$ cat config.mk
export PLATFORM = sky130hd
export DESIGN_NAME = fetch_unit
export DESIGN_NICKNAME = d
export VERILOG_FILES = /design/src/rtl/cpu_pkg.sv /design/src/rtl/fetch_skid_fifo.sv /design/src/rtl/fetch_unit.sv
export SDC_FILE = /design/constraint.sdc
export NUM_CORES = 1
export LEC_CHECK = 0
export CAP_MARGIN = 20
export CORE_MARGIN = 4
export CORE_UTILIZATION = 35
export CTS_BUF_LIST = sky130_fd_sc_hd__clkbuf_16
export DETAILED_ROUTE_END_ITERATION = 8
export PLACE_DENSITY = 0.67
export RECOVER_POWER = 100
export REMOVE_ABC_BUFFERS = 1
export SLEW_MARGIN = 20
export SYNTH_ARGS = -nofsm -noshare
export SYNTH_HDL_FRONTEND = slang
export SYNTH_HIERARCHICAL = 1
export SYNTH_SLANG_ARGS = --single-unit
export TNS_END_PERCENT = 5
$ cat constraint.sdc
create_clock -name clk -period 6.7 [get_ports clk]
set_input_delay 0.67 -clock clk [delete_from_list [all_inputs] [get_ports clk]]
set_output_delay 0.67 -clock clk [all_outputs]
set_load 0.01 [all_outputs]
$ cat src/rtl/cpu_pkg.sv
// Shared CPU front-end definitions: default widths, the HALT opcode and the
// {instr, pc} entry carried through the fetch buffer.
package cpu_pkg;

  localparam int ADDR_WIDTH  = 8;
  localparam int INSTR_WIDTH = 16;

  localparam logic [3:0] HALT_OPCODE = 4'hF;

  typedef struct packed {
    logic [INSTR_WIDTH-1:0] instr;
    logic [ADDR_WIDTH-1:0]  pc;
  } fetch_entry_t;

endpackage

$ cat src/rtl/fetch_skid_fifo.sv
// Two-entry buffer between the ROM return path and decode.
// Flush wins over push and pop.
module fetch_skid_fifo #(
  parameter int WIDTH = 24
) (
  input  logic             clk,
  input  logic             rst,
  input  logic             flush_i,
  input  logic             push_i,
  input  logic             pop_i,
  input  logic [WIDTH-1:0] data_i,
  output logic [WIDTH-1:0] data_o,
  output logic [1:0]       count_o
);

  logic [WIDTH-1:0] head_q, head_d;
  logic [WIDTH-1:0] tail_q, tail_d;
  logic [1:0]       count_q, count_d;

  // The head slot always holds the oldest entry, so the output never needs a mux.
  always_comb begin
    head_d  = head_q;
    tail_d  = tail_q;
    count_d = count_q;
    if (flush_i) begin
      count_d = 2'd0;
    end else begin
      case ({push_i, pop_i})
        2'b10: begin
          if (count_q == 2'd0) head_d = data_i;
          else                 tail_d = data_i;
          count_d = count_q + 2'd1;
        end
        2'b01: begin
          head_d  = tail_q;
          count_d = count_q - 2'd1;
        end
        2'b11: begin
          if (count_q == 2'd2) begin
            head_d = tail_q;
            tail_d = data_i;
          end else begin
            head_d = data_i;
          end
        end
        default: ;
      endcase
    end
  end

  always_ff @(posedge clk or posedge rst) begin
    if (rst) begin
      head_q  <= '0;
      tail_q  <= '0;
      count_q <= 2'd0;
    end else begin
      head_q  <= head_d;
      tail_q  <= tail_d;
      count_q <= count_d;
    end
  end

  assign data_o  = head_q;
  assign count_o = count_q;

endmodule

$ cat src/rtl/fetch_unit.sv
// Instruction fetch front end: PC, ROM address, one-cycle ROM latency tracking
// and a 2-entry output buffer to decode. Optional halt detection: FETCH_HALT_EN.
module fetch_unit
  import cpu_pkg::*;
#(
  parameter int                        ADDR_WIDTH  = cpu_pkg::ADDR_WIDTH,
  parameter int                        INSTR_WIDTH = cpu_pkg::INSTR_WIDTH,
  parameter logic [ADDR_WIDTH-1:0]     RESET_PC    = '0
) (
  input  logic                   clk,
  input  logic                   rst,
  output logic [ADDR_WIDTH-1:0]  rom_addr,
  input  logic [INSTR_WIDTH-1:0] rom_instr,
  output logic                   instr_valid,
  input  logic                   instr_ready,
  output logic [INSTR_WIDTH-1:0] instr,
  output logic [ADDR_WIDTH-1:0]  instr_pc,
  input  logic                   redirect,
  input  logic [ADDR_WIDTH-1:0]  redirect_pc
);

  localparam int EntryWidth = INSTR_WIDTH + ADDR_WIDTH;

  logic [ADDR_WIDTH-1:0] fetch_pc_q, fetch_pc_d;
  logic                  inflight_q, inflight_d;
  logic [ADDR_WIDTH-1:0] inflight_pc_q, inflight_pc_d;

  logic [EntryWidth-1:0] head;
  logic [1:0]            count;
  logic [2:0]            occupancy;
  logic                  pop, push, issue, halt_hit, halted;

`ifdef FETCH_HALT_EN
  logic halted_q, halted_d;
  assign halted = halted_q;
`else
  assign halted = 1'b0;
`endif

  // Occupancy after this edge counts the in-flight word, so issuing only when it
  // is at most 1 leaves room for the word we are about to request.
  always_comb begin
    pop       = instr_valid & instr_ready & ~redirect;
    occupancy = {1'b0, count} - {2'b00, instr_valid & instr_ready} + {2'b00, inflight_q};
    issue     = ~redirect & ~halted & (occupancy <= 3'd1);
    push      = inflight_q & ~redirect;
`ifdef FETCH_HALT_EN
    halt_hit  = push & (rom_instr[INSTR_WIDTH-1 -: 4] == HALT_OPCODE);
`else
    halt_hit  = 1'b0;
`endif

    fetch_pc_d    = fetch_pc_q;
    inflight_d    = issue & ~halt_hit;
    inflight_pc_d = fetch_pc_q;
    if (redirect) begin
      fetch_pc_d = redirect_pc;
      inflight_d = 1'b0;
    end else if (issue) begin
      fetch_pc_d = fetch_pc_q + {{(ADDR_WIDTH-1){1'b0}}, 1'b1};
    end
  end

  always_ff @(posedge clk or posedge rst) begin
    if (rst) begin
      fetch_pc_q    <= RESET_PC;
      inflight_q    <= 1'b0;
      inflight_pc_q <= '0;
    end else begin
      fetch_pc_q    <= fetch_pc_d;
      inflight_q    <= inflight_d;
      inflight_pc_q <= inflight_pc_d;
    end
  end

`ifdef FETCH_HALT_EN
  // Halt sticks until a redirect restarts fetch somewhere else.
  always_comb begin
    halted_d = halted_q | halt_hit;
    if (redirect) halted_d = 1'b0;
  end

  always_ff @(posedge clk or posedge rst) begin
    if (rst) halted_q <= 1'b0;
    else     halted_q <= halted_d;
  end
`endif

  fetch_skid_fifo #(
    .WIDTH(EntryWidth)
  ) u_buffer (
    .clk    (clk),
    .rst    (rst),
    .flush_i(redirect),
    .push_i (push),
    .pop_i  (pop),
    .data_i ({rom_instr, inflight_pc_q}),
    .data_o (head),
    .count_o(count)
  );

  assign rom_addr    = fetch_pc_q;
  assign instr_valid = (count != 2'd0);
  assign instr       = head[EntryWidth-1 -: INSTR_WIDTH];
  assign instr_pc    = head[ADDR_WIDTH-1:0];

endmodule

# Word level (Yosys, flattened, before mapping)
# Cells that the tools add are included.
word_totals:
  mem_bits_ro: 0
  memories: 0
  input_bits: 28
  output_inout_bits: 33
  mem_bits_rw: 0
  elab_cells: 43
  ff_bits: 67
  latchBits: 0
op_classes:
  muxes: 11
  multipliers: 0
  n_reduce_logical: 8
  magnitude_cmp: 1
  div_mod_pow: 0
  n_eq_ne: 7
  addsub: 5
  n_shift: 0
  bitwise_logic: 5
op_table:
  columns: ["cell", "count"]
  rows:
  - ["24-bit 2-to-1 mux", 4]
  - ["24-bit one-hot mux with 3 select lines", 1]
  - ["24-bit one-hot mux with 2 select lines", 1]
  - ["8-bit 2-to-1 mux", 2]
  - ["8-bit by 1-bit adder with 8-bit output, second input constant", 1]
  - ["2-bit == test, second input constant", 3]
  - ["2-bit nonzero test", 3]
  - ["3-bit nonzero test", 2]
  - ["1-bit bitwise AND", 4]
  - ["2-bit by 1-bit != test with 1-bit output, second input constant", 2]
  - ["2-bit one-hot mux with 2 select lines", 1]
  - ["4-bit AND reduction", 1]
  - ["3-bit by 1-bit adder with 3-bit output", 1]
  - ["3-bit by 1-bit <= comparator with 1-bit output, second input constant", 1]
  - ["3-bit AND reduction", 1]
  - ["2-bit by 1-bit subtractor with 3-bit output", 1]
  - ["2-bit by 1-bit adder with 2-bit output, second input constant", 1]
  - ["2-bit by 1-bit == test with 1-bit output, second input constant", 1]
  - ["2-bit zero test", 1]
  - ["2-bit 2-to-1 mux", 1]
  - ["2-bit != test, second input constant", 1]
  - ["2-bit by 1-bit subtractor with 2-bit output, second input constant", 1]
  - ["1-bit 2-to-1 mux", 1]
  - ["1-bit inverter", 1]

# Longest topological paths before layout
# Gate-level depths: netlist (run 1).
logic_depth:
  depth_word: 8
  ltp_mapped: 11
  ltp_nobuf: 11

# By module
# The synthesis (run 1) kept the hierarchy.
by_module_without_submodules:
  columns: ["mod", "instances", "area_per_inst_um2", "cells_each", "seq_area_each_um2"]
  rows:
  - ["fetch_skid_fifo", 1, 2185.8, 173, 1251.2]
  - ["fetch_unit", 1, 789.5, 69, 425.4]

# Worst setup path before layout (run 1)
# Ideal clock, no wire load.
synth_timing:
  kind: "register -> register"
  startpoint: "register u_buffer.count_q[1] (netlist: u_buffer/count_o[1])"
  endpoint: "register fetch_pc_q[7] (netlist: rom_addr[7])"
  path_stages_with_launch: 12
  arrival_ps: 2607
  setup_slack_ps: 3972
  period_less_slack_ps: 2728
  setup_time_ps: 121
  t_required_ps: 6579
  n_path_buf: 0
  path_cell_list: "dfrtp_1 > or2_2 > and2_1 > ha_1 > inv_1 > ha_1 > inv_1 > fa_1 > nand4_2 > and4bb_1 > xnor2_1 > o21ai_1"
synth_via:
  elab_chain_len: 7
synth_lines:
  columns: ["element", "line_no", "source"]
  rows:
  - ["start: declaration", "fetch_skid_fifo.sv:18", "logic [1:0] count_q, count_d;"]
  - ["start signal: assignment", "fetch_skid_fifo.sv:59", "count_q <= count_d;"]
  - ["2-bit nonzero test", "fetch_unit.sv:103", "assign instr_valid = (count != 2'd0);"]
  - ["net instr_valid", "fetch_unit.sv:14", "output logic instr_valid,"]
  - ["1-bit bitwise AND", "fetch_unit.sv:44", "occupancy = {1'b0, count} - {2'b00, instr_valid & instr_ready} + {2'b00, inflight_q};"]
  - ["2-bit by 1-bit subtractor with 3-bit output", "fetch_unit.sv:44", null]
  - ["3-bit by 1-bit adder with 3-bit output", "fetch_unit.sv:44", null]
  - ["3-bit by 1-bit <= comparator with 1-bit output", "fetch_unit.sv:45", "issue = ~redirect & ~halted & (occupancy <= 3'd1);"]
  - ["1-bit bitwise AND", "fetch_unit.sv:45", null]
  - ["2-bit nonzero test (no line)", null, null]
  - ["end signal: assignment", "fetch_unit.sv:70", "fetch_pc_q <= fetch_pc_d;"]
  - ["end: declaration", "fetch_unit.sv:24", "logic [ADDR_WIDTH-1:0] fetch_pc_q, fetch_pc_d;"]
# The timed path passes the listed nets, and every way through them passes these cells.
# A chain may end at the register's enable or synchronous reset.

# Worst setup path after layout (run 1)
layout_timing:
  startpoint: "input port redirect"
  endpoint: "register u_buffer.head_q[14] (netlist: u_buffer/data_o[14])"
layout_via:
  elab_chain_len: 5
  word_cells_on_any_way: 10
  classes_between: "eq/ne: 4; mux: 1; bitwise: 3; reduce/logical: 2"
layout_lines:
  columns: ["element", "line_no", "source"]
  rows:
  - ["start: declaration", "fetch_unit.sv:18", "input logic redirect,"]
  - ["1-bit inverter (no line) (*)", null, null]
  - ["1-bit bitwise AND (*)", "fetch_unit.sv:46", "push = inflight_q & ~redirect;"]
  - ["net push", "fetch_unit.sv:31", "logic pop, push, issue, halt_hit, halted;"]
  - ["2-bit == test or 2-bit by 1-bit == test with 1-bit output (tied branches)", "fetch_skid_fifo.sv:28", "case ({push_i, pop_i})"]
  - ["2-bit by 1-bit != test with 1-bit output (no line) or 3-bit nonzero test (tied branches)", null, null]
  - ["3-bit AND reduction (no line)", null, null]
  - ["end signal: assignment", "fetch_skid_fifo.sv:53", "head_q <= '0;"]
  - ["end signal: assignment", "fetch_skid_fifo.sv:57", "head_q <= head_d;"]
  - ["end: declaration", "fetch_skid_fifo.sv:16", "logic [WIDTH-1:0] head_q, head_d;"]
# The timed path passes the listed nets; every way through them passes the cells marked *.

==> results of run 1 <==
[registers in the layout, summed over array words and instances (netlist names)]
name and count:
u_buffer/count_o 2, u_buffer/tail_q 24, inflight_q 1, rom_addr 8, u_buffer/data_o 24, inflight_pc_q 8
[critical path, delay by kind of cell]
| family | cells | cell delay [ns] |
|---|---|---|
| AOI/OAI and AO/OA | 2 | 2.31 |
| muxes | 1 | 0.34 |
| and+or+nand+nor | 1 | 0.40 |
| buffers and inverters | 2 | 1.00 |
[cells in the mapped netlist (all sizes together)]
library cell | instances | area share
a21oi | 26 | 0.045
and2 | 3 | 0.0063
and3 | 1 | 0.0025
and4bb | 1 | 0.0042
buf | 10 | 0.027
dfrtp | 67 | 0.56
dlymetal6s2s | 1 | 0.0042
fa | 1 | 0.0067
ha | 3 | 0.013
inv | 7 | 0.0088
mux2 | 24 | 0.096
mux2i | 25 | 0.084
nand2 | 11 | 0.014
nand3 | 1 | 0.0017
nand4 | 3 | 0.0084
nor2 | 28 | 0.035
nor2b | 3 | 0.0071
nor3 | 3 | 0.0088
o21ai | 9 | 0.019
o22ai | 1 | 0.0021
or2 | 1 | 0.0021
or2b | 1 | 0.0025
or3b | 1 | 0.0029
xnor2 | 5 | 0.017
xor2 | 6 | 0.018
[cell type report]
type	instances	area, um2
clock buffers	9	225
clock inverters	7	60.1
fillers	774	4360
inverters	7	27.5
multi-input cells	157	1150
flip-flops and latches	67	1680
well taps	105	131
repair buffers	62	632
[cell families after synthesis]
| logic type | share of synthesized area |
|---|---|
| buffers and inverters | 0.0404 |
| AO/OA/AOI/OAI | 0.0660 |
| AND/OR/NAND/NOR | 0.0959 |
| multiplexers | 0.180 |
| adder cells (fa/ha/maj) | 0.0193 |
| flip-flops | 0.563 |
| XOR/XNOR | 0.0349 |
[per-layer routing]
metal | vias up | part of all wire
li1 | 949 | -
met1 | 948 | 0.46
met2 | 56 | 0.47
met3 | 7 | 0.068
met4 | 0 | 0.0081
met5 | - | 0
[worst max-delay path by stage]
stage                                     from  slack (ns)                              end  depth (start not counted)
2_1_floorplan  u_buffer/count_o[1]$_DFFE_PP0P_        3.97          rom_addr[7]$_DFFE_PP0P_                         11
3_3_place_gp                          redirect        3.11  u_buffer/data_o[21]$_DFFE_PP0P_                          5
3_5_place_dp                          redirect        2.98  u_buffer/data_o[13]$_DFFE_PP0P_                          5
4_1_cts                               redirect        3.27  u_buffer/data_o[12]$_DFFE_PP0P_                          6
5_1_grt                               redirect        1.80   u_buffer/data_o[7]$_DFFE_PP0P_                          6
6_report                              redirect        2.15  u_buffer/data_o[14]$_DFFE_PP0P_                          6
[per-stage QoR]
stage	power, mW	setup slack [ns]
after detailed placement	1.26	2.98
final	1.64	2.15
after global placement	1.24	3.11
after CTS	1.71	3.27
after global routing	1.76	1.80
after floorplan	0.986	3.97
[power breakdown]
part	total [mW]	internal [mW]	leakage [nW]	switching [mW]
clock network	0.442	0.283	0.144	0.159
registers	0.669	0.572	0.810	0.0964
logic	0.528	0.288	0.865	0.239
==> flow_summary_export.csv, run 1 <==
group,metric,value,unit
outcome,outcome,"finished, violations left",
outcome,violations,"capacitance limit, slew limit",
job,maxCapViolCount,2,
timing,finalCriticalPeriod,4.55,ns
critical_path,cp-start-kind,"input port",
critical_path,slowest_stage,"o21ai_1",
cells_and_area,final_area,0.00390,mm2
yosys,yosysWarnings,6,
timing,grt_setup_unrepaired,"no",
die,rows,33,
cells_and_area,syn_to_final_growth,31.0,%
timing,final_max_slew_viol_count,76,
cells_and_area,diodes,0,
timing,setup_viol,0,
place,placed_area,0.00363,mm2
global_route,busiest_layer,"met2",
timing,fmax,220,MHz
global_route,overflow,0,
place,io_buffers,60,
die,core,0.00826,mm2
critical_path,rrSetupSlack,3.09,ns
cells_and_area,fin_cells,414,
place,place_inst,397,
global_route,grt_pass1_wl,9450,um
drt,drc,0,
critical_path,critPathCaptureType,"flip-flop",
die,ios,61,
drt,ant_nets,0,
timing,maxSlewHeadroom,-0.967,
hold_path,hp-class,"reg2reg",
yosys,synth_cells,242,
critical_path,reg2reg_depth,5,
timing,skew,0.00461,ns
hold_path,hold_depth,0,
die,dieArea,0.0100,mm2
clock_tree,cts_setup_buffers,0,
clock_tree,clk_pin_slew_worst_paths,0.05,ns
die,die_w,100,um
drt,dr.pass1.iters,4,
die,die_y,100,um
critical_path,r2r_start,"inflight_q$_DFF_PP0_",
critical_path,worst_r2r_endpoint,"u_buffer/data_o[14]$_DFFE_PP0P_",
clock_tree,clk_latency,0.32,ns
timing,final_hold_viol_count,0,
critical_path,worstPathArrival,4.73,ns
global_route,grt_use_met2,0.180,
critical_path,max_stage_delay,2.20,ns
timing,finalCritPeriodShare,0.679,
power_and_ir_drop,leakage,1.82,nW
clock_tree,numCtsBuffers,9,
critical_path,critical_path.cell_chain,"dlygate4sd3_1, nor2b_1, inv_1, o21ai_1, mux2i_1, a21oi_1",
die,start_util,0.360,
clock_tree,cts_tree,"done",
global_route,grt_max_degree,51,
hold_path,min_from,"rom_addr[7]$_DFFE_PP0P_",
yosys,ys_seq_area_frac,0.563,
timing,worstMarginPinSlew,2.93,ns
place,dp_hpwl,3730,um
yosys,yosysUniqueCellTypes,35,
timing,setup_tns,0,ns
cells_and_area,layout_commonest_cell,"dfrtp_1",
yosys,synth_area,0.00298,mm2
clock_tree,clock_sinks,67,
yosys,synth.avg_cell_area,12.3,um2
clock_tree,cts_resized,0,
cells_and_area,most-common-layout-cells,"dfrtp_1, dlygate4sd3_1, nor2_1",
cells_and_area,utilization,0.472,
global_route,grt.total_usage,0.120,
critical_path,path_class,"in2reg",
critical_path,required,6.88,ns
yosys,synth-seq-cells,67,
global_route,use_met3,0.0500,
power_and_ir_drop,vdd.ir_drop.worst,0.000176,V
drt,drt_iter0_drc,26,
hold_path,min_to,"inflight_pc_q[7]$_DFF_PP0_",
global_route,antenna_found_initial,0,
place,gp_congestion,0.773,
clock_tree,cts_max_path_buffers,2,
power_and_ir_drop,powerDensity,420,mW/mm2
drt,avgViaCountPerCell,4.73,
critical_path,crit_fanout,24,
cells_and_area,fin_nets,336,
global_route,grtUsageMet1,0.162,
timing,holdWs,0.434,ns
global_route,grt_pass1_vias,1933,
clock_tree,cts_max_level,3,
cells_and_area,drive_above_1_share,0.133,
drt,wl,5670,um
drt,via_count,1960,
drt,wl_per_cell,13.7,um
clock_tree,ctsHoldBuffers,0,
clock_tree,ctsRootBufferMaster,"clkbuf_16",
No activity file was read; power rests on OpenSTA's default activity.
==> run 2, diff against run 1 <==
--- a/config.mk
+++ b/config.mk
@@ -10,7 +10,7 @@
 export CORE_UTILIZATION = 35
 export CTS_BUF_LIST = sky130_fd_sc_hd__clkbuf_16
 export DETAILED_ROUTE_END_ITERATION = 8
-export PLACE_DENSITY = 0.67
+export PLACE_DENSITY = 0.69
 export RECOVER_POWER = 100
 export REMOVE_ABC_BUFFERS = 1
 export SLEW_MARGIN = 20
==> constraint.sdc (replaced) <==
create_clock -name clk -period 4 [get_ports clk]
set_input_delay 0.4 -clock clk [delete_from_list [all_inputs] [get_ports clk]]
set_output_delay 0.4 -clock clk [all_outputs]
set_load 0.01 [all_outputs]
==> run 2 against run 1 <==
  * The flow still finishes with violations (capacitance limit, slew limit)
  * Worst hold slack lost 0.0088 ns
  * Combinational power grew 68%
  * Worst setup slack lost 1.2 ns
  * Sequential power grew 67%
  * Die area is the same
  * Final cell count grew 0.48%
  * First-iteration DRC count grew 27%
  * Critical path type unchanged
==> flow_summary_export.csv, run 2 (same netlist as run 1, synthesis figures left out) <==
group,metric,value,unit
outcome,outcome,"finished, violations left",
outcome,violations,"capacitance limit, slew limit",
power_and_ir_drop,p_int,1.85,mW
clock_tree,ctsHoldBuffers,0,
die,rows,33,
hold_path,min_from,"rom_addr[7]$_DFFE_PP0P_",
die,start_util,0.360,
place,gp_congestion,0.811,
place,dp_hpwl,4060,um
clock_tree,ctsRootBufferMaster,"clkbuf_16",
drt,ant_nets,0,
critical_path,worstPathArrival,3.28,ns
cells_and_area,nFillCells,790,
global_route,overflow,0,
critical_path,critPathTopFamily,"buffers and inverters",
timing,setup_viol,0,
power_and_ir_drop,power_switching,0.838,mW
drt,wl,5700,um
timing,worstMarginPinSlew,2.20,ns
timing,skew,0.00650,ns
drt,avgViaCountPerCell,4.68,
clock_tree,clk_pin_slew_worst_paths,0.05,ns
clock_tree,cts_max_path_buffers,2,
clock_tree,clock_sinks,67,
hold_path,min_to,"inflight_pc_q[7]$_DFF_PP0_",
critical_path,cp-start-kind,"input port",
critical_path,crit_fanout,15,
timing,final_hold_viol_count,0,
power_and_ir_drop,powerDensity,690,mW/mm2
critical_path,r2r_start,"u_buffer/count_o[1]$_DFFE_PP0P_",
critical_path,reg2reg_depth,11,
power_and_ir_drop,power_frac_clock,0.253,
timing,maxSlewHeadroom,-0.476,
power_and_ir_drop,power,2.69,mW
hold_path,hp-class,"reg2reg",
drt,drt_iter0_drc,33,
power_and_ir_drop,p_seq_frac,0.417,
critical_path,max_stage_delay,0.80,ns
power_and_ir_drop,vdd.ir_drop.worst,0.000269,V
timing,finalCritPeriodShare,0.771,
critical_path,slowest_stage,"dlygate4sd3_1",
timing,fmax,324,MHz
drt,drc,0,
power_and_ir_drop,power_frac_comb,0.330,
die,die_w,100,um
die,die_y,100,um
global_route,grt_max_degree,51,
critical_path,worst_r2r_endpoint,"rom_addr[5]$_DFFE_PP0P_",
critical_path,worstSetupStartpoint,"redirect",
global_route,grt.total_usage,0.123,
timing,final_max_slew_viol_count,51,
cells_and_area,fin_nets,338,
job,maxCapViolCount,1,
drt,dr.pass1.iters,4,
hold_path,hold_depth,0,
global_route,antenna_found_initial,0,
global_route,grt_pass1_wl,9740,um
cells_and_area,layout_commonest_cell,"dfrtp_1",
clock_tree,cts_tree,"done",
clock_tree,numCtsBuffers,9,
critical_path,required,4.20,ns
timing,setup_tns,0,ns
critical_path,path_class,"in2reg",
critical_path,rrSetupSlack,1.09,ns
timing,grt_setup_unrepaired,"no",
place,io_buffers,60,
drt,wl_per_cell,13.7,um
cells_and_area,most-common-layout-cells,"dfrtp_1, dlygate4sd3_1, nor2_1",
clock_tree,clk_latency,0.32,ns
clock_tree,cts_max_level,3,
die,dieArea,0.0100,mm2
clock_tree,cts_setup_buffers,0,
power_and_ir_drop,leakage,1.81,nW
critical_path,critical_path.cell_chain,"dlygate4sd3_1, clkbuf_1, nor2b_1, inv_1, a21oi_1, nor3_4, buf_8, mux2_2",
cells_and_area,drive_above_1_share,0.145,
clock_tree,cts_resized,0,
timing,finalCriticalPeriod,3.08,ns
die,core,0.00826,mm2
drt,via_count,1945,
global_route,grt_pass1_vias,2078,
power_and_ir_drop,p_sw_frac,0.312,
cells_and_area,diodes,0,
die,ios,61,
critical_path,path_buf_inv,4,
critical_path,critPathCaptureType,"flip-flop",
cells_and_area,syn_to_final_growth,30.9,%
## run 2: cell count changes in the layout (fill, tap and decap cells not counted), sizes merged
cell	delta
buf	+1
bufinv	-1
clkbuf	+1
clkinvlp	+1
## run 2: per-stage QoR
stage,setup slack [ns],utilization,cell area (um2),std cells,hold WS (ns)
global placement,0.788,0.441,3640,399,0.424
detailed placement,0.897,0.443,3660,400,0.422
floorplan,1.27,-,2880,231,0.326
finish,0.917,0.472,3890,416,0.426
CTS,1.05,0.475,3920,416,0.436
global route,0.680,0.472,3890,416,0.442
## run 2: area by class of cell
class / count / area, um2 / area share
Tap cell: 105 / 131 / 0.0337
Timing Repair Buffer: 64 / 632 / 0.162
Clock buffer: 9 / 225 / 0.0578
Clock inverter: 7 / 36.3 / 0.00932
Multi-Input combinational cell: 157 / 1160 / 0.299
Inverter: 7 / 27.5 / 0.00707
Sequential cell: 67 / 1680 / 0.431
## run 2: layer usage
metal  vias to the layer above  track usage  wire length (um)
met5                         -            0                 0
met1                       919        0.161              2550
met2                        59        0.193              2670
li1                        957            -                 -
met3                        10       0.0313               369
met4                         0       0.0560               105
## run 2: power by group through the flow
stage	Sequential, mW	Combinational, mW	Clock, mW
finish	1.12	0.886	0.680
global route	1.17	0.983	0.729
CTS	1.14	0.976	0.702
detailed placement	1.14	0.970	0
global placement	1.13	0.945	0
floorplan	1.18	0.474	0
## run 2: how the worst max path moves through the flow
stage                                           end  slack [ns]  depth (start not counted)
floorplan                   rom_addr[7]$_DFFE_PP0P_        1.27                         11
global placement    u_buffer/tail_q[17]$_DFFE_PP0P_        0.79                          7
detailed placement  u_buffer/tail_q[18]$_DFFE_PP0P_        0.90                          8
CTS                         rom_addr[5]$_DFFE_PP0P_        1.05                         11
global route        u_buffer/tail_q[23]$_DFFE_PP0P_        0.68                          8
finish              u_buffer/tail_q[14]$_DFFE_PP0P_        0.92                          8
